===== src/rtl/comparator_scheduler.sv =====
// comparator_scheduler
//   Shares one chunk-serial magnitude comparator between two requesters
//   (req0: branch-resolve unit, req1: slt/sltu unit). A round-robin arbiter
//   picks a winner in IDLE and latches its operands. The operands are then
//   walked MSB chunk first, stopping at the first unequal chunk. The result
//   goes back to the granted requester with a one-cycle done pulse.
// Ports
//   clk, reset        clock, synchronous active-high reset
//   req0/a0/b0/sgn0   requester 0 request level, operands, signed select
//   req1/a1/b1/sgn1   requester 1 request level, operands, signed select
//   gnt0/gnt1         one-cycle pulse: that requester's operands were captured
//   done0/done1       one-cycle pulse: result valid for that requester
//   outgt/outeq/outlt one-hot compare result, held until the next done
//   busy              high in every non-IDLE state
module comparator_scheduler #(
  parameter int unsigned WIDTH = 32,
  parameter int unsigned CHUNK = 8
) (
  input  logic             clk,
  input  logic             reset,
  input  logic             req0,
  input  logic [WIDTH-1:0] a0,
  input  logic [WIDTH-1:0] b0,
  input  logic             sgn0,
  input  logic             req1,
  input  logic [WIDTH-1:0] a1,
  input  logic [WIDTH-1:0] b1,
  input  logic             sgn1,
  output logic             gnt0,
  output logic             gnt1,
  output logic             done0,
  output logic             done1,
  output logic             outgt,
  output logic             outeq,
  output logic             outlt,
  output logic             busy
);

  localparam int unsigned NCHUNK = WIDTH / CHUNK;
  localparam int unsigned IW     = (NCHUNK > 1) ? $clog2(NCHUNK) : 1;

  typedef enum logic [1:0] {
    IDLE = 2'd0,
    CMP  = 2'd1,
    DONE = 2'd2
  } state_t;

  state_t           state;
  logic             rr_ptr;
  logic             id;
  logic [IW-1:0]    idx;
  logic [WIDTH-1:0] opa;
  logic [WIDTH-1:0] opb;

  logic             win;
  logic [WIDTH-1:0] wa;
  logic [WIDTH-1:0] wb;
  logic [CHUNK-1:0] ca;
  logic [CHUNK-1:0] cb;

  // Winner: a lone requester always wins; rr_ptr only breaks ties.
  // Signed operands get their MSB inverted so the unsigned chunk walk
  // yields two's-complement ordering.
  always_comb begin
    win = req1 & (~req0 | rr_ptr);
    wa  = win ? a1 : a0;
    wb  = win ? b1 : b0;
    if (win ? sgn1 : sgn0) begin
      wa[WIDTH-1] = ~wa[WIDTH-1];
      wb[WIDTH-1] = ~wb[WIDTH-1];
    end
  end

  always_comb begin
    ca = opa[idx*CHUNK +: CHUNK];
    cb = opb[idx*CHUNK +: CHUNK];
  end

  // done and the result flags are loaded on the CMP->DONE transition so
  // they are visible during the DONE cycle itself.
  always_ff @(posedge clk) begin
    if (reset) begin
      state  <= IDLE;
      rr_ptr <= 1'b0;
      id     <= 1'b0;
      idx    <= IW'(NCHUNK - 1);
      opa    <= '0;
      opb    <= '0;
      gnt0   <= 1'b0;
      gnt1   <= 1'b0;
      done0  <= 1'b0;
      done1  <= 1'b0;
      outgt  <= 1'b0;
      outeq  <= 1'b0;
      outlt  <= 1'b0;
      busy   <= 1'b0;
    end else begin
      gnt0  <= 1'b0;
      gnt1  <= 1'b0;
      done0 <= 1'b0;
      done1 <= 1'b0;
      case (state)
        IDLE: begin
          if (req0 || req1) begin
            id    <= win;
            opa   <= wa;
            opb   <= wb;
            gnt0  <= ~win;
            gnt1  <= win;
            idx   <= IW'(NCHUNK - 1);
            busy  <= 1'b1;
            state <= CMP;
          end
        end
        CMP: begin
          if (ca != cb) begin
            outgt <= (ca > cb);
            outlt <= (ca < cb);
            outeq <= 1'b0;
            done0 <= ~id;
            done1 <= id;
            state <= DONE;
          end else if (idx == '0) begin
            outgt <= 1'b0;
            outlt <= 1'b0;
            outeq <= 1'b1;
            done0 <= ~id;
            done1 <= id;
            state <= DONE;
          end else begin
            idx <= idx - 1'b1;
          end
        end
        DONE: begin
          rr_ptr <= ~id;
          busy   <= 1'b0;
          state  <= IDLE;
        end
        default: begin
          busy  <= 1'b0;
          state <= IDLE;
        end
      endcase
    end
  end

endmodule


===== config.mk =====
export PLATFORM = sky130hd
export DESIGN_NAME = comparator_scheduler
export DESIGN_NICKNAME = d
export VERILOG_FILES = /design/src/rtl/comparator_scheduler.sv
export SDC_FILE = /design/constraint.sdc
export NUM_CORES = 1
export LEC_CHECK = 0
export ABC_AREA = 1
export CAP_MARGIN = 20
export CORE_MARGIN = 2
export CORE_UTILIZATION = 47
export DETAILED_ROUTE_END_ITERATION = 6
export PLACE_DENSITY = 0.85
export SKIP_CTS_REPAIR_TIMING = 1
export SLEW_MARGIN = 0
export SYNTH_ARGS = -nofsm -noshare
export SYNTH_HDL_FRONTEND = slang
export SYNTH_SLANG_ARGS = --single-unit

===== constraint.sdc =====
create_clock -name clk -period 3.7 [get_ports clk]
set_clock_uncertainty 0.15 [all_clocks]
set_input_delay 0.74 -clock clk [delete_from_list [all_inputs] [get_ports clk]]
set_output_delay 0.74 -clock clk [all_outputs]
set_load 0.05 [all_outputs]

==> metrics <==
status=completed; Skew-Pair Late Insertion Delay=0.35 ns; Slew @ Worst Pin=0.671 ns; initial antenna violation count=0; Leakage=2.27 nW; Initial Util=48.1%; root buffer cell=clkbuf_8; Synthesized Nets=689; # fillers=622; Tmin final=2.73 ns; Placer Congestion=0.794; number of global-route vias before repair=3941; drt via density=5.14; Iter 0 DRT Violations=289; average size of a mapped cell=6.74 sq um; Reg2Reg Setup Slack=0.97 ns; share of cells above drive strength 1=3.67%; CTS Buf Count=9; worst-path maximum fanout=19; register area share after synthesis=42.4%; final hold viol count=0; CP Class=reg -> reg; drt wl/cell=13.3 microns; WHS=0.323 ns; Residual DRC=0; count of buffers from port buffering=141; Vias=4029; die height=92.5 microns; Max stage delay on crit path=0.43 ns; Post-DRT Antenna Nets=0; CP max-delay cell=o21ai_0; maximum root-to-sink buffer count=2; PnR worst setup slack=0.974 ns; Final nets=820; clk slew on worst S/H paths=0.08 ns; worst reg2reg path startpoint=idx[0]$_SDFFE_PP1P_; Worst Setup SP=idx[0]$_SDFFE_PP1P_; area grow syn2layout=46.4%; cell breakdown of the critical path=clkinv_1 -> o21ai_0 -> o22ai_1 -> ha_1 -> nand2_1 -> nor2_1 -> nand2_1 -> o21ai_0 -> nor3_1; DP Worst Slack=0.781 ns; Cell variety after synth=22; Startpoint Class=flip-flop; post-DP HPWL=7700 microns; Initial DRT Pass Iterations=5; synthesized area=0.00368 sq mm; Design Area, Final=0.00539 sq mm; drt total wl=10500 microns; Die W=92.5 microns; Synth Register Bits=78; diode count=0; synth warn=0; GR Overflow Total=0; arrival time at the worst endpoint=2.81 ns; worst min path class=reg -> reg; final core utilization=70.4%; fmax=367 MHz; Final Max Slew Viols=0; largest net degree at the start of global routing=49; Core Region=0.00765 sq mm; Power Density=480 mW/mm^2; Synth Instances=546; CTS tree=done; final setup fails=0; GRT Overall Usage=25.0%; HP Start=opa[31]$_SDFFE_PP0P_; I/O pin cnt=142; total die area=0.00855 sq mm; MaxCap Viol Count=0; WP data required=3.78 ns; global-route wire length before repair=17200 microns; Worst setup EP type=flip-flop; RSZ-0062 raised after global routing=false; setup TNS=0 ns; H-tree lvl count=3; relative slew slack=55.1%; total clock sinks=78; final worst path period share=73.7%; Placed Area=0.00516 sq mm; Max VDD drop=0.254 mV; row cnt=32
## Yosys cell counts, drive strengths merged
| master | instances | area, sq um |
|---|---|---|
| o22ai | 9 | 56.3 |
| clkinv | 1 | 3.75 |
| clkbuf | 9 | 33.8 |
| dfxtp | 78 | 1560 |
| ha | 9 | 113 |
| nor3 | 2 | 10.0 |
| buf | 18 | 91.3 |
| o211ai | 16 | 120 |
| nand3 | 54 | 270 |
| inv | 38 | 143 |
| o21ai | 34 | 170 |
| nand4 | 1 | 6.26 |
| nand2 | 225 | 847 |
| a21oi | 23 | 115 |
| a311oi | 1 | 8.76 |
| nor2 | 28 | 130 |
## registers in the layout (all words and copies together), names as in the netlist
register / count
outlt: 1
state: 2
idx: 2
id: 1
gnt0: 1
done0: 1
outgt: 1
opb: 32
done1: 1
outeq: 1
opa: 32
rr_ptr: 1
gnt1: 1
busy: 1
## layer usage
layer / part of all wire (%) / vias up / global-route usage, %
met5: 0 / - / 0
met1: 42 / 1811 / 30.4
met4: 1.8 / 0 / 7.46
met3: 7.9 / 19 / 6.35
li1: - / 2025 / -
met2: 48 / 174 / 43.5
## power by group
part | internal, mW | total, mW | switching (mW)
registers | 0.967 | 1.03 | 0.0618
clock network | 0.448 | 0.749 | 0.301
logic | 0.349 | 0.810 | 0.461
total | 1.76 | 2.59 | 0.824
## placed cells by master, fill, tap and decap left out
cell type / synthesis / final
nand2_1: 224 / 224
clkdlybuf4s50_1: 0 / 141
dfxtp_1: 78 / 78
nand3_1: 54 / 54
inv_1: 37 / 37
o21ai_0: 34 / 34
nor2_1: 24 / 24
a21oi_1: 23 / 23
o211ai_1: 16 / 16
o22ai_1: 9 / 9
ha_1: 9 / 9
clkbuf_8: 0 / 9
buf_4: 1 / 5
nor2_4: 3 / 4
clkbuf_1: 9 / 3
bufinv_16: 0 / 3
nor3_1: 2 / 2
clkinv_1: 1 / 1
inv_2: 1 / 1
nand2_2: 1 / 1
a311oi_1: 1 / 1
nand4_1: 1 / 1
clkinv_2: 0 / 1
buf_12: 0 / 1
## worst max-delay path: cells and delay by family (launching register included)
kind                     cells  cell delay, ns
buffers and inverters        1            0.41
adder cells (fa/ha/maj)      1            0.33
AO/OA/AOI/OAI                3            0.92
flip-flops                   1            0.34
AND/OR/NAND/NOR              4            0.45
## kinds of logic after synthesis
group                      synth area share, %
DFF                                       42.4
and+or+nand+nor                           34.3
adders and majority gates                 3.06
AOI/OAI and AO/OA                         12.8
buffers and inverters                     7.38
## final cells by class
type / count / area [sq um] / share of cell area (%)
flip-flops and latches: 78 / 1560 / 29.0
well taps: 102 / 128 / 2.37
repair buffers: 147 / 1470 / 27.3
multi-input cells: 402 / 1850 / 34.4
inverters: 39 / 146 / 2.72
clock inverters: 4 / 95.1 / 1.77
clock buffers: 12 / 135 / 2.51
## stage by stage
| stage | power [mW] | cells |
|---|---|---|
| 2_1_floorplan | 1.53 | 546 |
| 3_3_place_gp | 1.81 | 767 |
| 3_5_place_dp | 1.85 | 768 |
| 4_1_cts | 2.59 | 784 |
| 5_1_grt | 2.74 | 784 |
| 6_report | 2.59 | 784 |
## path summary, 6_finish.rpt
check                          to  cells past startpoint
min reg2reg  opa[31]$_SDFFE_PP0P_                      2
min          opa[31]$_SDFFE_PP0P_                      2
max              done1$_SDFF_PP0_                      9
max reg2reg      done1$_SDFF_PP0_                      9
Power figures use the tool's default switching activity.
==> patch 1: new RTL, config.mk and constraints unchanged <==
Set the parameter `WIDTH` to 64 (it was 32).
--- a/src/rtl/comparator_scheduler.sv
+++ b/src/rtl/comparator_scheduler.sv
@@ -13,7 +13,7 @@
 //   outgt/outeq/outlt one-hot compare result, held until the next done
 //   busy              high in every non-IDLE state
 module comparator_scheduler #(
-  parameter int unsigned WIDTH = 32,
+  parameter int unsigned WIDTH = 64,
   parameter int unsigned CHUNK = 8
 ) (
   input  logic             clk,
Interface: changed (resized a0, a1, b0 and b1); port bits go from 142 to 270. No check against the original RTL was run, so the function may have changed too.
==> patch 1 against the unedited design <==
  * Wire length rose by 140%
  * Setup slack got worse by 350 ps
  * Synthesized area rose by 93%
  * Critical endpoint is now outlt$_SDFFE_PP0P_
  * Power rose by 91%
  * Non-clock buffer count rose by 135
  * Sequential cell count rose by 65
  * Cell area rose by 92%
==> patch 1: results (changes against the unedited design) <==
metric	value	unit	change
sequential area share after synthesis	40.4	%	-2.0 points
fraction of registers with async set/reset	0	%	unchanged
worst skew pair latency	430	ps	+80 ps
starting DRC count in detailed routing	716		+150%
via count	8186		+100%
routed wire length	24600	um	+140%
fin nets	1531		+87%
Fillers	1194		+92%
worst-path fanout max	56		+37
Synth Flop Type	dfxtp_1		
Overall Global Routing Usage	30.2	%	+5.2 points
Slowest-stage cell, CP	inv_2		
VDD IR-drop max	440	uV	+73%
Arr. time, crit path	3280	ps	+470 ps
vias in the first global route	7639		+94%
Worst slew margin	39.1	%	-16 points
fraction of layout cells with a size suffix above 1	4.40	%	+0.74 points
Port Buffer Count	269		+91%
CTS clk-pin slew, worst paths	60	ps	-20 ps
hold depth	2		unchanged
Net Sw Frac	30.4	%	-1.5 points
commonest cells in the netlist	nand2_1 (360), o21ai_0 (160), dfxtp_1 (143)		
status	finished clean		
CTS Buf Count	17		+8
Pre-Repair DR Iteration Count	6		+1
initial antenna violation count	0		unchanged
Synth cell types	30		+36%
DPL Wire Length	17000	um	+120%
static leakage	4.23	nW	+86%
r2r worst-path depth	13		+4
biggest regs	opa: 64 flops, opb: 64 flops, idx: 3 flops		
Synthesized Nets	1313		+91%
CTS Root Cell	clkbuf_16		
largest net degree at the start of global routing	114		+130%
CTS H-tree depth	4		+1
first-pass GRT wire length	38500	um	+120%
routability cong.	0.884		+11%
CP max stage delay	650	ps	+220 ps
top cells by area, synth	dfxtp_1 (40%), nand2_1 (19%), o21ai_0 (11%)		
[patch 1: cell count changes in the layout (fill, tap and decap cells not counted), moves of 9 or more]
cell             before  now
a21oi_1              23    6
a31oi_1               0   86
clkbuf_16             0   17
clkbuf_8              9    0
clkdlybuf4s50_1     141  269
dfxtp_1              78  142
inv_1                37   16
nand2_1             224  359
nor2_1               24   76
o211ai_1             16    0
o21ai_0              34  160
o22ai_1               9   24
[patch 1: layout make-up]
class	instances	area share (%)
repair buffers	282	27.4
clock buffers	18	4.15
clock inverters	14	1.86
inverters	21	0.786
multi-input cells	794	35.9
well taps	184	2.22
flip-flops and latches	143	27.7
[patch 1: logic make-up after synthesis]
group	Yosys count	share of synthesized area, %
simple gates	492	27.3
fa+ha+maj	10	1.77
flops	143	40.4
compound gates	292	23.3
buf+inv	104	7.26
[patch 1: power groups by stage]
stage	clock network, mW	registers [mW]	logic, mW
global route	1.90	1.89	1.38
CTS	1.83	1.87	1.24
detailed placement	0	1.90	1.22
global placement	0	1.90	1.20
finish	1.82	1.88	1.24
floorplan	0	1.89	0.705
[patch 1: path summary, 6_finish.rpt]
check	endpoint	start	slack, ps
setup / recovery	outlt$_SDFFE_PP0P_	idx[0]$_SDFFE_PP1P_	630
hold / removal	busy$_SDFFE_PP0P_	busy$_SDFFE_PP0P_	320
setup reg to reg	outlt$_SDFFE_PP0P_	idx[0]$_SDFFE_PP1P_	630
hold reg to reg	busy$_SDFFE_PP0P_	busy$_SDFFE_PP0P_	320
[patch 1: metal layers]
metal | vias up | share of wire [%] | global-route usage [%] | wire length (um)
li1 | 3971 | - | - | -
met1 | 3683 | 40 | 37.7 | 9910
met2 | 473 | 46 | 49.5 | 11400
met3 | 59 | 10 | 8.56 | 2540
met4 | 0 | 3.2 | 11.9 | 799
met5 | - | 0 | 0 | 0
[patch 1: per-stage QoR]
stage / hold WS [ps] / setup slack [ps] / std cells / instance area (um^2)
floorplan: 276 / 1300 / 1041 / 7090
global placement: 300 / 789 / 1424 / 9730
detailed placement: 300 / 715 / 1424 / 9730
CTS: 318 / 688 / 1456 / 10300
global route: 341 / 308 / 1456 / 10300
finish: 321 / 626 / 1456 / 10300
[patch 1: critical path: cells and delay by family (launching register included)]
family	cells	cell delay (ps)
AO/OA/AOI/OAI	3	730
adder cells (fa/ha/maj)	1	140
buffers and inverters	2	950
AND/OR/NAND/NOR	7	720
flip-flops	1	320
==> patch 2: new RTL, config.mk and constraints unchanged <==
Made on the original files. Re-encode `state_t` (3 states) as one-hot, 3 bits wide.
--- a/src/rtl/comparator_scheduler.sv
+++ b/src/rtl/comparator_scheduler.sv
@@ -39,10 +39,10 @@
   localparam int unsigned NCHUNK = WIDTH / CHUNK;
   localparam int unsigned IW     = (NCHUNK > 1) ? $clog2(NCHUNK) : 1;
 
-  typedef enum logic [1:0] {
-    IDLE = 2'd0,
-    CMP  = 2'd1,
-    DONE = 2'd2
+  typedef enum logic [2:0] {
+    IDLE = 3'b001,
+    CMP  = 3'b010,
+    DONE = 3'b100
   } state_t;
 
   state_t           state;
Check against the original RTL: same outputs for any inputs over 10 cycles, from zero or initial values and one cycle with reset high; not proved beyond that.
==> patch 2 against the unedited design <==
  * Maximum frequency shrank 1.6%
  * Sequential cell count grew 1
  * Final cell count grew 1.3%
  * Setup slack lost 45 ps
  * Power grew 15%
  * Worst hold slack lost 6.7 ps
  * Die area grew 2.3%
  * Synthesized cell count grew 2.4%
  * Wire length grew 4.3%
  * Synthesized area grew 2.4%
  * Cell area grew 0.72%
==> patch 2: results (changes against the unedited design) <==
metric	value	unit	change
M1 WL	4600	um	+5.1%
post-synthesis compound-gate area fraction	8.27	%	-4.5 points
pwr/cell area	551	nW/um^2	+15%
worst slew pin tran	698	ps	+26.4 ps
fraction of the mapped netlist area in adder cells	2.99	%	-0.072 points
status	finished clean		
Synth cell types	21		-4.5%
Synthesized Nets	702		+1.9%
routability cong.	0.939		+18%
largest net degree at the start of global routing	37		-24%
sequential cell fraction of total power	40.0	%	+0.2 points
Layout Cells excl Fill	794		+1.3%
met3 wire len	716	um	-13%
vias in the first global route	3801		-3.6%
Global Route met1 Usage	33.0	%	+2.7 points
static leakage	2.33	nW	+2.4%
Seq Cell Count	79		+1.3%
DPL Wire Length	8160	um	+6.0%
CP max stage delay	630	ps	+200 ps
top cells by area, synth	dfxtp_1 (42%), nand2_1 (26%), nand3_1 (9.7%)		
biggest regs	opa: 32 flops, opb: 32 flops, state: 3 flops		
fraction of layout cells with a size suffix above 1	4.48	%	+0.81 points
Non-clock buffering overhead	27.2	%	-0.10 points
Non-clk bufs	146		-0.68%
ClkCell Share	3.99	%	-0.28 points
met2 wire length	5320	um	+4.9%
#MultiIn Comb	427		+6.2%
Post-Place Worst Slack	856	ps	+75.1 ps
sequential area share after synthesis	42.0	%	-0.47 points
routed wire length	10900	um	+4.3%
met3 GRT Util	3.46	%	-2.9 points
met2 Usage GRT	41.5	%	-1.9 points
Sw Pwr	1.09	mW	+33%
Overall Global Routing Usage	25.1	%	+0.13 points
fin nets	830		+1.2%
Arr. time, crit path	2860	ps	+50 ps
Post-Place Cells	778		+1.3%
Reg area	1580	um^2	+1.3%
starting DRC count in detailed routing	265		-8.3%
Placed Area	5210	um^2	+1.0%
-- patch 2: cell count changes in the layout (fill, tap and decap cells not counted), sizes merged, moves of 2 or more --
cell / change
a21oi: -9
a32o: +8
bufinv: -2
inv: -13
nand2: +37
nand3: +19
o211ai: -16
o21ai: -13
-- patch 2: path summary, 6_finish.rpt --
| path | startpoint | to | slack (ps) | cells past startpoint |
|---|---|---|---|---|
| setup / recovery | idx[0]$_SDFFE_PP1P_ | idx[1]$_SDFFE_PP1P_ | 930 | 11 |
| setup reg to reg | idx[0]$_SDFFE_PP1P_ | idx[1]$_SDFFE_PP1P_ | 930 | 11 |
| hold / removal | opb[31]$_SDFFE_PP0P_ | opb[31]$_SDFFE_PP0P_ | 320 | 2 |
| hold reg to reg | opb[31]$_SDFFE_PP0P_ | opb[31]$_SDFFE_PP0P_ | 320 | 2 |
-- patch 2: worst min-delay path: stages (launching register included) --
cell     delay, ps
dfxtp_1        320
nand2_1         60
nand2_1         50
